File: src/rtl/ahb_slave_port_mux.sv
// rtl/ahb_slave_port_mux.sv - routes the granted AHB master onto one slave port and steers data-phase responses back
// Optional burst protocol checker: define AHB_MUX_BURST_CHK_EN.
module ahb_slave_port_mux #(
   parameter int MASTER_NUM = 2,
   parameter int ADDR_W     = 32,
   parameter int DATA_W     = 32
) (
   input  logic                         hclk,
   input  logic                         hreset_n,
   input  logic [MASTER_NUM-1:0]        hgrant,
   input  logic                         hsel,
   input  logic [MASTER_NUM*ADDR_W-1:0] m_haddr,
   input  logic [MASTER_NUM*2-1:0]      m_htrans,
   input  logic [MASTER_NUM-1:0]        m_hwrite,
   input  logic [MASTER_NUM*3-1:0]      m_hsize,
   input  logic [MASTER_NUM*3-1:0]      m_hburst,
   input  logic [MASTER_NUM*DATA_W-1:0] m_hwdata,
   output logic [DATA_W-1:0]            m_hrdata,
   output logic [MASTER_NUM-1:0]        m_hready,
   output logic [MASTER_NUM-1:0]        m_hresp,
   output logic                         s_hsel,
   output logic [ADDR_W-1:0]            s_haddr,
   output logic [1:0]                   s_htrans,
   output logic                         s_hwrite,
   output logic [2:0]                   s_hsize,
   output logic [2:0]                   s_hburst,
   output logic [DATA_W-1:0]            s_hwdata,
   input  logic [DATA_W-1:0]            s_hrdata,
   input  logic                         s_hreadyout,
   input  logic                         s_hresp,
   output logic                         hwait,
   output logic [2:0]                   hburst,
   output logic                         burst_err
);

   localparam logic [1:0] HTRANS_IDLE   = 2'd0;
   localparam logic [1:0] HTRANS_NONSEQ = 2'd2;
   localparam logic [1:0] HTRANS_SEQ    = 2'd3;

   typedef enum logic [1:0] {ST_IDLE, ST_DATA, ST_ERR} state_t;

   state_t                r_state;
   state_t                w_state_nxt;
   logic [MASTER_NUM-1:0] r_addr_owner;
   logic [MASTER_NUM-1:0] r_data_owner;
   logic [MASTER_NUM-1:0] w_grant_1h;
   logic [MASTER_NUM-1:0] w_addr_owner_nxt;
   logic [1:0]            w_htrans;
   logic                  w_bus_rdy;
   logic                  w_accept;

   // Illegal multi-hot grants resolve to the lowest index.
   always_comb begin
      w_grant_1h = '0;
      for (int i = MASTER_NUM - 1; i >= 0; i--) begin
         if (hgrant[i]) begin
            w_grant_1h    = '0;
            w_grant_1h[i] = 1'b1;
         end
      end
   end

   always_comb begin
      w_addr_owner_nxt = r_addr_owner;
      if (|hgrant)
         w_addr_owner_nxt = w_grant_1h;
      else if (!hsel)
         w_addr_owner_nxt = '0;
   end

   always_comb begin
      s_haddr  = '0;
      w_htrans = HTRANS_IDLE;
      s_hwrite = 1'b0;
      s_hsize  = '0;
      s_hburst = '0;
      s_hwdata = '0;
      for (int i = 0; i < MASTER_NUM; i++) begin
         if (r_addr_owner[i]) begin
            s_haddr  = m_haddr[i*ADDR_W +: ADDR_W];
            w_htrans = m_htrans[i*2 +: 2];
            s_hwrite = m_hwrite[i];
            s_hsize  = m_hsize[i*3 +: 3];
            s_hburst = m_hburst[i*3 +: 3];
         end
         if (r_data_owner[i])
            s_hwdata = m_hwdata[i*DATA_W +: DATA_W];
      end
   end

   assign s_hsel    = hsel & (|r_addr_owner) & s_htrans[1];
   assign hburst    = s_hburst;
   assign m_hrdata  = s_hrdata;
   assign w_bus_rdy = (r_state == ST_IDLE) | s_hreadyout;
   assign w_accept  = s_hsel & w_bus_rdy;

   always_ff @(posedge hclk or negedge hreset_n) begin
      if (!hreset_n) begin
         r_state      <= ST_IDLE;
         r_addr_owner <= '0;
         r_data_owner <= '0;
      end else begin
         r_state      <= w_state_nxt;
         r_addr_owner <= w_addr_owner_nxt;
         if (w_accept)
            r_data_owner <= r_addr_owner;
      end
   end

   always_comb begin
      w_state_nxt = r_state;
      case (r_state)
         ST_IDLE: if (w_accept) w_state_nxt = ST_DATA;
         ST_DATA: begin
            if (s_hreadyout)
               w_state_nxt = w_accept ? ST_DATA : ST_IDLE;
            else if (s_hresp)
               w_state_nxt = ST_ERR;
         end
         default: w_state_nxt = ST_IDLE;
      endcase
   end

   // Second ERROR cycle cancels whatever the owner has already queued.
   always_comb begin
      s_htrans = (r_state == ST_ERR) ? HTRANS_IDLE : w_htrans;
      hwait    = (r_state != ST_IDLE) & ~s_hreadyout;
      for (int i = 0; i < MASTER_NUM; i++) begin
         m_hready[i] = ((r_state != ST_IDLE) && (r_addr_owner[i] || r_data_owner[i]))
                       ? s_hreadyout : 1'b1;
         m_hresp[i]  = r_data_owner[i] & s_hresp;
      end
   end

`ifdef AHB_MUX_BURST_CHK_EN
   logic [3:0] r_left;
   logic [3:0] w_left_nxt;
   logic [3:0] w_len_m1;
   logic       r_fixed;
   logic       w_fixed_nxt;
   logic       r_burst_err;
   logic       w_slot;
   logic       w_seq;
   logic       w_ns;
   logic       w_idle;
   logic       w_err;

   assign w_slot = w_bus_rdy & (r_state != ST_ERR) & (|r_addr_owner);
   assign w_seq  = w_slot & (s_htrans == HTRANS_SEQ);
   assign w_ns   = w_slot & (s_htrans == HTRANS_NONSEQ);
   assign w_idle = w_slot & (s_htrans == HTRANS_IDLE);

   always_comb begin
      case (s_hburst[2:1])
         2'd1:    w_len_m1 = 4'd3;
         2'd2:    w_len_m1 = 4'd7;
         2'd3:    w_len_m1 = 4'd15;
         default: w_len_m1 = 4'd0;
      endcase
   end

   // r_left counts beats still owed after the current one.
   always_comb begin
      w_left_nxt  = r_left;
      w_fixed_nxt = r_fixed;
      if (r_state == ST_ERR) begin
         w_left_nxt  = '0;
         w_fixed_nxt = 1'b0;
      end else if (w_ns) begin
         w_left_nxt  = w_len_m1;
         w_fixed_nxt = (s_hburst[2:1] != 2'd0);
      end else if (w_seq && (r_left != 4'd0)) begin
         w_left_nxt  = r_left - 4'd1;
      end else if (w_idle) begin
         w_left_nxt  = '0;
      end
      w_err = (w_seq & r_fixed & (r_left == 4'd0))
            | ((w_ns | w_idle) & (r_left != 4'd0))
            | ((w_addr_owner_nxt != r_addr_owner) & (w_left_nxt != 4'd0));
      if (w_addr_owner_nxt != r_addr_owner) begin
         w_left_nxt  = '0;
         w_fixed_nxt = 1'b0;
      end
   end

   always_ff @(posedge hclk or negedge hreset_n) begin
      if (!hreset_n) begin
         r_left      <= '0;
         r_fixed     <= 1'b0;
         r_burst_err <= 1'b0;
      end else begin
         r_left      <= w_left_nxt;
         r_fixed     <= w_fixed_nxt;
         r_burst_err <= w_err;
      end
   end

   assign burst_err = r_burst_err;
`else
   assign burst_err = 1'b0;
`endif

endmodule
File: config.mk
export PLATFORM = sky130hd
export DESIGN_NAME = ahb_slave_port_mux
export DESIGN_NICKNAME = d
export VERILOG_FILES = /design/src/rtl/ahb_slave_port_mux.sv
export SDC_FILE = /design/constraint.sdc
export NUM_CORES = 1
export LEC_CHECK = 0
export BUFFER_PORTS_ARGS = -buffer_cell sky130_fd_sc_hd__buf_2
export CELL_PAD_IN_SITES_DETAIL_PLACEMENT = 1
export CELL_PAD_IN_SITES_GLOBAL_PLACEMENT = 2
export CORE_MARGIN = 2
export CORE_UTILIZATION = 10
export CTS_CLUSTER_DIAMETER = 30
export CTS_CLUSTER_SIZE = 24
export DETAILED_ROUTE_END_ITERATION = 16
export HOLD_SLACK_MARGIN = 0.06
export PLACE_DENSITY_LB_ADDON = 0.1
export SLEW_MARGIN = 10
export SYNTH_ARGS = -nofsm -noshare
export SYNTH_HDL_FRONTEND = slang
export SYNTH_SLANG_ARGS = --single-unit
File: constraint.sdc
create_clock -name hclk -period 1.65 [get_ports hclk]
set_input_delay 0.0825 -clock hclk [delete_from_list [all_inputs] [get_ports hclk]]
set_output_delay 0.0825 -clock hclk [all_outputs]
set_load 0.05 [all_outputs]
==> impl_metrics.env <==
export IMPL_htreeDepth=1
export IMPL_netlist_area_um2=1320
export IMPL_min_to="r_state[1]"
export IMPL_arrival_ns=1.54
export IMPL_fmax_ghz=0.615
export IMPL_hold_viol=0
export IMPL_ys_seq_area_frac=0.114
export IMPL_yosys_area_share_simple=0.0987
export IMPL_synth_edff_count=0
export IMPL_synth_commonest_cells="a22o_1 (68), buf_4 (37), clkbuf_1 (9), nand2_1 (9)"
export IMPL_grt_use_total=0.116
export IMPL_synthMuxAreaShare=0.0171
export IMPL_cts_tree="done"
export IMPL_fillers=1592
export IMPL_area_growth_pct=118
export IMPL_cts_num_sinks=6
export IMPL_seqCellArea_um2=151
export IMPL_hp_class="in -> reg"
export IMPL_synth_xor_area_frac=0
export IMPL_die_h_um=119
export IMPL_powerDensity_nw_per_um2=1140
export IMPL_maxCapViolCount=0
export IMPL_reg2reg_depth=3
export IMPL_reg2reg_from="r_addr_owner[1]"
export IMPL_worstSetupPathType="reg -> out"
export IMPL_syn_inst=164
export IMPL_crit_chain="and2b_4 -> buf_12 -> a22o_1 -> buf_6"
export IMPL_io_buffers=234
export IMPL_die_area_um2=14100
export IMPL_total_power_w=0.00328
export IMPL_ys_flop_type="dfrtp_1"
export IMPL_dp_hpwl_um=7460
export IMPL_rows=41
export IMPL_syn_mean_instance_area_um2=8.04
export IMPL_fin_cells=537
export IMPL_synth_top_cell_area_share=0.452
export IMPL_gp_congestion=0.807
export IMPL_clkLatencyLatePin_ns=0.23
export IMPL_cp_slowest_cell="dfrtp_2"
export IMPL_synthAdderAreaFrac=0
export IMPL_ant_nets=0
export IMPL_synth_nets=349
export IMPL_status="completed"
export IMPL_r2r_end="r_data_owner[1]"
export IMPL_ir_worst_vdd_mv=0.421
export IMPL_yosysMostFrequentCell="a22o_1"
export IMPL_synth_cell_types=23
export IMPL_dp_cells=525
export IMPL_clockRootBuffer="clkbuf_16"
export IMPL_cts_made_buffers=3
export IMPL_slew_viol_final=0
export IMPL_cts_buffer_depth=2
export IMPL_boundaryPins=300
export IMPL_totalWireLength_um=9380
export IMPL_die_x_um=119
export IMPL_p_leak_nw=1.60
export IMPL_pre_cts_slack_ns=0.0891
export IMPL_antenna_found_initial=1
export IMPL_critPathTopFamily="flip-flops"
export IMPL_wire_per_inst_um=17.5
export IMPL_drive_gt1_frac=0.717
export IMPL_grt_pass1_wl_um=13100
export IMPL_required_ns=1.57
export IMPL_rsz0062_at_grt="true"
export IMPL_drtIter0Drc=53
export IMPL_drc=0
export IMPL_start_util=0.104
export IMPL_finClkSkew_ns=0.00205
export IMPL_nets=551
export IMPL_cp_max_fo=6
export IMPL_setup_viol=0
export IMPL_clk_pin_slew_ns=0.03
export IMPL_grt_ovfl_total=0
export IMPL_ys_warnings_count=0
export IMPL_fin_crit_sh=0.986
export IMPL_start_kind="register"
export IMPL_synth_largest_area_cell="a22o_1"
export IMPL_path_buf_inv=2
export IMPL_drt_first_pass_iters=4
export IMPL_async_flop_share=1.00
export IMPL_r2r_slack_ns=0.12
export IMPL_slowest_delay_ns=0.43
export IMPL_end_kind="output pin"
export IMPL_grt_pass1_vias=2223
export IMPL_grt_start_max_net_pins=44
export IMPL_synth_top_family_by_area="compound AO/OA/AOI/OAI gates"
export IMPL_synth_compound_area_share=0.509
export IMPL_vias=2090
export IMPL_drt_vias_per_instance=3.89
export IMPL_whs_path_depth=2
export IMPL_core_area_um2=12700
export IMPL_timing_setup_tns_ns=0
export IMPL_yosys_register_bits=6
export IMPL_synth_area_leaders="a22o_1 (45%), buf_4 (21%), dfrtp_1 (11%)"
export IMPL_hp_start="s_hreadyout"
export IMPL_fin_crit_ns=1.63
export IMPL_fin_ws_ns=0.0233
export IMPL_multiInputGateArea_um2=847
## layer usage
layer  wire (um)  share of wire  GRT usage
met2        5190           0.55      0.223
met4          48         0.0051     0.0201
met1        3610           0.38      0.132
met3         535          0.057     0.0249
met5           0              0          0
## final cells by class
| type | instances | area share |
|---|---|---|
| Timing Repair Buffer | 249 | 0.551 |
| Antenna cell | 1 | 0.000869 |
| Clock buffer | 3 | 0.0261 |
| Sequential cell | 6 | 0.0526 |
| Tap cell | 172 | 0.0748 |
| Multi-Input combinational cell | 106 | 0.294 |
## registers in the layout, summed over array words and instances, names as in the netlist
register and cells:
r_addr_owner 2, r_data_owner 2, r_state 2
## cells by family (layout without fill, tap and decap cells)
kind of cell           count (synthesis)  after routing
and+or+nand+nor                       24             24
muxes                                  2              2
other                                  1              2
AOI/OAI and AO/OA                     79             79
buffers and inverters                 52            252
DFF                                    6              6
## report_power, final
group          internal (W)  switching (W)
clock network      0.000311      0.0000829
logic              0.000832        0.00186
registers          0.000169      0.0000246
total               0.00131        0.00197
## what timing repair did
item,CTS,global route
pin swaps,0,1
gates cloned,0,4
buffers inserted,0,1
hold buffers,3,0
hold endpoints to repair,8,0
endpoints found under the setup margin,43,27
resized for setup,42,30
## placed cells by master (no fill, tap or decap), types with 3 or more instances in the layout
| cell type | instances |
|---|---|
| and2_1 | 3 |
| dfrtp_1 | 5 |
| buf_12 | 3 |
| clkbuf_4 | 3 |
| nand2_1 | 9 |
| o21ai_1 | 3 |
| dlygate4sd3_1 | 3 |
| o21ai_0 | 3 |
| buf_2 | 192 |
| clkbuf_16 | 6 |
| buf_6 | 27 |
| a22o_1 | 68 |
| buf_4 | 18 |
## stage by stage
| step | util | cell area, um2 | hold slack, ns |
|---|---|---|---|
| global route | 0.226 | 2880 | 0.0983 |
| global placement | 0.194 | 2470 | -0.0772 |
| floorplan | - | 1330 | -0.213 |
| finish | 0.226 | 2880 | 0.0882 |
| detailed placement | 0.194 | 2470 | -0.0789 |
| CTS | 0.211 | 2680 | 0.0861 |
## worst max path at each step
| stage | slack [ns] | to | start | cells past startpoint |
|---|---|---|---|---|
| 6_report | 0.02 | s_hsize[2] | r_addr_owner[1] | 4 |
| 5_1_grt | -0.04 | s_hburst[0] | r_addr_owner[1] | 4 |
| 4_1_cts | -0.03 | s_hburst[0] | r_addr_owner[1] | 4 |
| 3_5_place_dp | 0.09 | r_data_owner[1] | r_addr_owner[1] | 3 |
| 3_3_place_gp | 0.11 | r_data_owner[1] | r_addr_owner[1] | 3 |
| 2_1_floorplan | -0.27 | s_haddr[29] | r_addr_owner[1] | 3 |
(Power assumes the default switching activity.)
